--- config.mk ---
export PLATFORM = sky130hd
export DESIGN_NAME = control_sequencer
export DESIGN_NICKNAME = d
export VERILOG_FILES = /design/src/rtl/control_sequencer.sv
export SDC_FILE = /design/constraint.sdc
export NUM_CORES = 1
export LEC_CHECK = 0
export CORE_MARGIN = 10
export CORE_UTILIZATION = 26
export DETAILED_ROUTE_END_ITERATION = 10
export PLACE_DENSITY = 0.56
export SLEW_MARGIN = 20
export SYNTH_ARGS = -nofsm -noshare
export SYNTH_HDL_FRONTEND = slang
export SYNTH_SLANG_ARGS = --single-unit
--- constraint.sdc ---
create_clock -name clock -period 2.5 [get_ports clock]
set_input_delay 0.375 -clock clock [delete_from_list [all_inputs] [get_ports clock]]
set_output_delay 0.375 -clock clock [all_outputs]
set_load 0.02 [all_outputs]
--- src/rtl/control_sequencer.sv ---
// Multi-cycle instruction sequencer for the 16-bit CPU: latches an instruction on run,
// then steps T1..T3 driving ALU/PC strobes and one-hot register enables.
module control_sequencer #(
  parameter int NREGS  = 8,
  parameter bit EXT_EN = 1'b1
) (
  input  logic             clock,
  input  logic             resetn,
  input  logic             run,
  input  logic [15:0]      instr_in,
  input  logic             zero,
  output logic [NREGS-1:0] rin,
  output logic [NREGS-1:0] rout,
  output logic             gin,
  output logic             gout,
  output logic             ain,
  output logic             addsub,
  output logic             xorctrl,
  output logic             pcin,
  output logic             pcout,
  output logic             ctrl_out,
  output logic             busy,
  output logic             done,
  output logic             illegal
);

  typedef enum logic [2:0] {S_IDLE, S_T1, S_T2, S_T3, S_ERR} state_t;

  localparam logic [3:0] OP_LOAD = 4'd0, OP_MOVE = 4'd1, OP_LDPC = 4'd2, OP_BRANCH = 4'd3;
  localparam logic [3:0] OP_SUB  = 4'd4, OP_ADD  = 4'd5, OP_XOR  = 4'd6, OP_BZ     = 4'd7;
  localparam logic [3:0] OP_ADDI = 4'd8;

  state_t      state_q, state_d;
  logic [15:0] ir_q, ir_d;
  logic [3:0]  op;
  logic [NREGS-1:0] rx_oh, ry_oh;
  logic        unused_ir_bits;

  function automatic logic is_legal(input logic [15:0] ins);
    logic [3:0] opc;
    logic       ok;
    opc = ins[15:12];
    ok  = (opc <= OP_ADDI);
    if ((opc == OP_BZ || opc == OP_ADDI) && !EXT_EN) ok = 1'b0;
    if ({1'b0, ins[11:8]} >= 5'(NREGS)) ok = 1'b0;
    // ry is only a source operand for the register-register forms
    if ((opc == OP_MOVE || opc == OP_SUB || opc == OP_ADD || opc == OP_XOR) &&
        ({1'b0, ins[7:4]} >= 5'(NREGS))) ok = 1'b0;
    return ok;
  endfunction

  function automatic logic [NREGS-1:0] onehot(input logic [3:0] idx);
    logic [NREGS-1:0] oh;
    for (int i = 0; i < NREGS; i++) oh[i] = (idx == 4'(i));
    return oh;
  endfunction

  assign op             = ir_q[15:12];
  assign rx_oh          = onehot(ir_q[11:8]);
  assign ry_oh          = onehot(ir_q[7:4]);
  assign unused_ir_bits = ^ir_q[3:0];

  always_ff @(posedge clock) begin
    if (!resetn) begin
      state_q <= S_IDLE;
      ir_q    <= '0;
    end else begin
      state_q <= state_d;
      ir_q    <= ir_d;
    end
  end

  always_comb begin
    state_d  = state_q;
    ir_d     = ir_q;
    rin      = '0;
    rout     = '0;
    gin      = 1'b0;
    gout     = 1'b0;
    ain      = 1'b0;
    addsub   = 1'b0;
    xorctrl  = 1'b0;
    pcin     = 1'b0;
    pcout    = 1'b0;
    ctrl_out = 1'b0;
    busy     = 1'b0;
    done     = 1'b0;
    illegal  = 1'b0;
    case (state_q)
      S_IDLE: begin
        if (run) begin
          ir_d    = instr_in;
          state_d = is_legal(instr_in) ? S_T1 : S_ERR;
        end
      end
      S_T1: begin
        busy = 1'b1;
        case (op)
          OP_LOAD:   begin ctrl_out = 1'b1; rin = rx_oh; done = 1'b1; end
          OP_MOVE:   begin rout = ry_oh; rin = rx_oh; done = 1'b1; end
          OP_LDPC:   begin pcout = 1'b1; rin = rx_oh; done = 1'b1; end
          OP_BRANCH: begin rout = rx_oh; pcin = 1'b1; done = 1'b1; end
          OP_BZ:     begin rout = rx_oh; pcin = zero; done = 1'b1; end
          default:   begin rout = rx_oh; ain = 1'b1; end
        endcase
        state_d = done ? S_IDLE : S_T2;
      end
      S_T2: begin
        busy = 1'b1;
        gin  = 1'b1;
        if (op == OP_ADDI) ctrl_out = 1'b1;
        else               rout     = ry_oh;
        addsub  = (op == OP_SUB);
        xorctrl = (op == OP_XOR);
        state_d = S_T3;
      end
      S_T3: begin
        busy    = 1'b1;
        gout    = 1'b1;
        rin     = rx_oh;
        done    = 1'b1;
        state_d = S_IDLE;
      end
      S_ERR: begin
        busy    = 1'b1;
        done    = 1'b1;
        illegal = 1'b1;
        state_d = S_IDLE;
      end
      default: state_d = S_IDLE;
    endcase
  end

endmodule

# Word-level counts from Yosys, hierarchy flattened
# Index checks and enable logic that the tools add are counted.
# totals
mem_count,0
ff_bits,19
latchBits,0
elab_cells,80
input_bits,20
ramBits,0
output_inout_bits,27
mem_bits_ro,0
# op_classes
addsub,0
bitwise_logic,0
div_mod_pow,0
mux,31
n_eq_ne,30
order_cmp,3
reduce_logical,14
mul,0
n_shift,0
# ops
cell,count
equality test 4 x 3 -> 1 bit (second input constant),14
one-hot mux 8 bit (2 select lines),3
equality test 4 x 2 -> 1 bit (second input constant),6
2-to-1 mux 1 bit,19
equality test 4 x 1 -> 1 bit (second input constant),4
2-to-1 mux 8 bit,2
zero test 4 bit,3
one-hot mux 3 bit (3 select lines),1
greater-or-equal comparator 4 bit (second input constant),2
equality test 3 x 2 -> 1 bit (second input constant),2
2-to-1 mux 3 bit,2
one-hot mux 1 bit (2 select lines),3
OR reduction 5 bit,1
equality test 4 bit (second input constant),1
less-or-equal comparator 4 bit (second input constant),1
OR reduction 2 bit,2
OR reduction 4 bit,1
equality test 3 x 1 -> 1 bit (second input constant),1
equality test 3 bit (second input constant),1
zero test 3 bit,1
logical OR 1 bit,3
OR reduction 3 bit,1
2-to-1 mux 2 bit,1
!= test 2 bit (second input constant),1
other kinds (2),2

# Longest topological paths before layout
# depth
word_depth,11
ltp_mapped,5
mapped_depth_nobuf,3

# Worst setup path before layout
# No wires, ideal clock.
# synth_timing
path_kind,reg-to-output
from,register ir_q[15]
to,output port rout[3]
path_stages_with_launch,4
slack_ns,0.241
arrival_ns,1.884
required_time_ns,2.125
path_buffers,0
cell_sequence,dfxtp_1 -> or4b_4 -> o32a_4 -> o32ai_1
# synth_via
elab_chain_len,4
elab_cells_between_ends,8
classes_between,eq/ne (3); mux (3); reduce/logical (2)
# synth_lines
element,line_no,text
"start, declared",34,"logic [15:0] ir_q, ir_d;"
"start signal, assigned",69,ir_q <= ir_d;
equality test 4 x 2 -> 1 bit / zero test 4 bit (equally long branches),98,case (op)
OR reduction 2 bit (no line),--,
one-hot mux 8 bit (2 select lines),98,
one-hot mux 8 bit (2 select lines) *,89,case (state_q)
"end, declared",13,"output logic [NREGS-1:0] rout,"
# Every way passes the cells marked *; elsewhere a longest branch is shown, timed or not.

# Worst setup path in the final report
# layout_timing
from,register ir_q[15]
to,output port rout[6]
# Same word-level chain as after synthesis.

==> out/results.txt <==
The later pin in the worst-skew pair is clocked with a latency of 250 ps. In this run the static leakage power is 0.6620 nW. In this run the count of I/O pins placed on the die edge is 47.

The number of setup violations in the final report was 0; the worst reg-to-reg path cell count was 5. At the worst endpoint, the arrival time is 2050 ps. The count of nets left with antenna violations once routing finished came out at 0. After floorplanning, the core was divided into 22 placement rows. The run gives 0 as the remaining design rule violation count.

The clock tree skew after final layout was 5.362 ps. Terminus of the critical flop-to-flop path: ir_q[5]. The clock edge transition at the registers on the reported setup and hold paths came out at 60 ps. Number of setup buffers added after CTS: 0.

The worst path meets setup with 76.82 ps of slack. The number of H-tree levels is 1, and the number of cells upsized or downsized after cts is 24. From left edge to right edge, the die measures 82.93 um. OpenSTA, run right after detailed placement, puts the worst setup slack at -37.30 ps.

The aggregate global routing overflow was 0. The number of max-slew violations in the final report is 0. STA classifies the critical path startpoint as a flop.

The detailed router placed 1196 vias in this run. The power per unit of standard cell area came out at 384.4 nW/um2. For this run, the post-layout net count is 213.

The clock passes through at most 2 buffers. STA puts the critical path data required time at 2120 ps. For this run, asynchronously set or reset flops after synthesis account for 0%.

The layout has 410 filler cells. The slew at the pin with the worst max-slew slack is 476.4 ps. The logs give 0.2611 mV for the peak supply drop and 4 for the total iterations of the first detailed-routing run. Share of Yosys cell area claimed by the top area cell type: 29.16%. Sorting the synthesized cells by area gives the leading types as sky130_fd_sc_hd__dfxtp_1 29%, sky130_fd_sc_hd__nand2_1 10%, sky130_fd_sc_hd__a21boi_1 8.7%. The count of cells in the finished layout, fillers not included, comes to 240. The run gives 32.0% as the clock network fraction of design power. Starting utilization of the core area: 27.51%. The share of the clock period used by the worst path came out at 96.93%. The run gives 3744 um2 as the placeable core region.

The most repeated cell in the gate-level netlist after synthesis was sky130_fd_sc_hd__nand2_1. Setup repair after global routing left no endpoint under its margin. The number of clock buffers added by TritonCTS is 3. The clock period could shrink to 2423 ps. The run gives 820 ps as the minimum setup slack among reg-to-reg paths. The worst setup path is captured at an output pin. Cells fill 42.45% of the core in the end. The first routing iteration left 46 violations. The cell area that synthesis handed to floorplanning was 1030 um2. After synthesis, the most frequently instantiated cells are 28 x sky130_fd_sc_hd__nand2_1, 15 x sky130_fd_sc_hd__dfxtp_1, 14 x sky130_fd_sc_hd__nor2_1. The startpoint identified for the worst hold timing path is ir_q[7]. The cell count of the worst hold path was 2. Max-capacitance violation count: 0. The remaining max-slew budget at the tightest pin came out at 68.14%.

The worst register-to-register path begins at state_q[2]. After clock tree synthesis, the flow added hold-fix buffers numbering 0. Counting every instance in the synthesized netlist gives 143.

The share of total power dissipated in sequential elements is 44.4%. In this run the power spent charging and discharging nets is 0.1724 mW. The die covers 6877 um2. TritonCTS built the clock tree.

The initial antenna violation count came out at 0. The share of layout cells above drive strength 1 was 14.06%; the sequential cell area fraction in the yosys report was 29.16%. The final antenna diode count came out at 0. Registers take 300.3 um2. Path category of the worst min-delay check: reg2reg.

The total count of hold-check failures in the final report is 0, and the internal power is 0.4384 mW. The synthesized area divided by synthesized cell count was 7.201 um2; the number of nets in the synthesized netlist was 163. The setup path with the least slack is of type reg2out.

The main flop type after synthesis is sky130_fd_sc_hd__dfxtp_1. The via count of the first global-routing pass came out at 1193. From bottom edge to top edge, the die measures 82.93 um. In this run, synthesis inferred 0 flip-flops with an integrated enable. Relative to the synthesized area, the layout overhead comes to 54.31%. The number of buffers inserted by port buffering was 42. The end point of the worst hold path was ir_q[7]. The area of combinational cells with multiple inputs was 699.4 um2.

Buffer cell driving the clock tree root: sky130_fd_sc_hd__clkbuf_8. In the global route stage, overall resource usage came out at 9.412%. The final sum of negative setup slack was 0 ps. The worst hold slack is 490.0 ps, and the mean routed wirelength per cell is 13.69 um. Yosys mapped the design onto 35 distinct sky130hd cell types. Counting tap cells, the placed design contains a total of 236 instances. CTS saw 15 sinks.

The flow ran to the end, and the final reports show no timing, DRC or antenna violations. Detailed placement ended at an HPWL of 2712 um. Of all cell types, the one taking the most synthesized area is sky130_fd_sc_hd__dfxtp_1.

The share of power burned in combinational logic came out at 23.6%. The average vias per placed instance is 4.983, and the aggregate routed wire length is 3285 um. Entering global routing, the biggest net connects 17 pins.

The first global-routing pass estimated 5616 um of wire. For this run, the top clock speed supported by timing is 412.7 MHz. Along the worst path, the maximum fanout reaches 7. Synthesis inferred 15 register bits. In this run switching power makes up 28.22% of total power. At the end of routability-driven placement, the weighted congestion stood at 0.7647. For the count of warnings emitted by yosys, the log shows 0.
-- worst max-delay path, stage by stage (launching register included) --
cell and delay [ps]:
sky130_fd_sc_hd__dfxtp_1 310, sky130_fd_sc_hd__or4b_4 540, sky130_fd_sc_hd__o32a_4 360, sky130_fd_sc_hd__buf_4 150, sky130_fd_sc_hd__o22ai_1 110, sky130_fd_sc_hd__clkdlybuf4s15_1 330
-- worst max path at each step --
stage	cells past startpoint	to	startpoint	slack, ps
after floorplan	3	rout[3]	ir_q[15]	240
after global placement	4	rout[3]	ir_q[15]	-20
after detailed placement	4	rout[7]	ir_q[15]	-40
after CTS	4	rout[7]	ir_q[15]	1
after global routing	6	rout[1]	state_q[2]	4
final	5	rout[6]	ir_q[15]	80
-- stage by stage --
stage | area [um2] | total power, mW
after floorplan | 1030 | 0.3523
after global placement | 1565 | 0.4160
after detailed placement | 1565 | 0.4204
after CTS | 1602 | 0.6150
after global routing | 1589 | 0.6469
final | 1589 | 0.6108
-- per-layer routing --
layer | wire (um) | vias up | GRT usage, % | share of wire (%)
met5 | 0 | - | 0 | 0
met4 | 17 | 0 | 3.692 | 0.52
met3 | 150 | 2 | 1.953 | 4.6
met2 | 1520 | 36 | 14.87 | 46
met1 | 1597 | 556 | 12.05 | 49
li1 | - | 602 | - | -
-- placed cells by master, fill, tap and decap left out, drive strengths merged, types with 2 or more instances in the layout --
| cell type | instances |
|---|---|
| dlygate4sd2 | 13 |
| nor3 | 3 |
| o32ai | 3 |
| buf | 12 |
| nand2b | 9 |
| and2 | 3 |
| dfxtp | 15 |
| a21boi | 13 |
| nor4b | 3 |
| nand2 | 28 |
| o21ai | 6 |
| clkdlybuf4s50 | 22 |
| nor2b | 4 |
| o22ai | 5 |
| inv | 3 |
| nand3b | 3 |
| nand3 | 5 |
| a21oi | 2 |
| clkbuf | 8 |
| or3b | 2 |
| nor2 | 14 |
| or4b | 2 |
-- area by class of cell --
| class | count | share of cell area, % |
|---|---|---|
| timing repair buffer | 54 | 29.69 |
| clock inverter | 1 | 0.3150 |
| sequential | 15 | 18.90 |
| inverter | 3 | 0.7087 |
| tap | 48 | 3.780 |
| clock buffer | 3 | 2.598 |
| multi-input combinational | 116 | 44.02 |
-- power groups by stage --
stage / logic (mW) / registers, mW / clock network (mW)
3_5_place_dp: 0.144 / 0.276 / 0
4_1_cts: 0.145 / 0.271 / 0.199
2_1_floorplan: 0.0847 / 0.268 / 0
3_3_place_gp: 0.141 / 0.275 / 0
5_1_grt: 0.161 / 0.274 / 0.212
6_report: 0.144 / 0.271 / 0.195
-- flip-flops by register name, summed over array words and instances (netlist names) --
| name | flops |
|---|---|
| state_q | 3 |
| ir_q | 12 |
-- kinds of logic after synthesis --
family,after synthesis,synth area share (%)
compound gates,34,24.30
xor+xnor,1,0.8507
buf+inv,12,4.495
flops,15,29.16
simple gates,81,41.19
No activity file was read; power rests on OpenSTA's default activity.
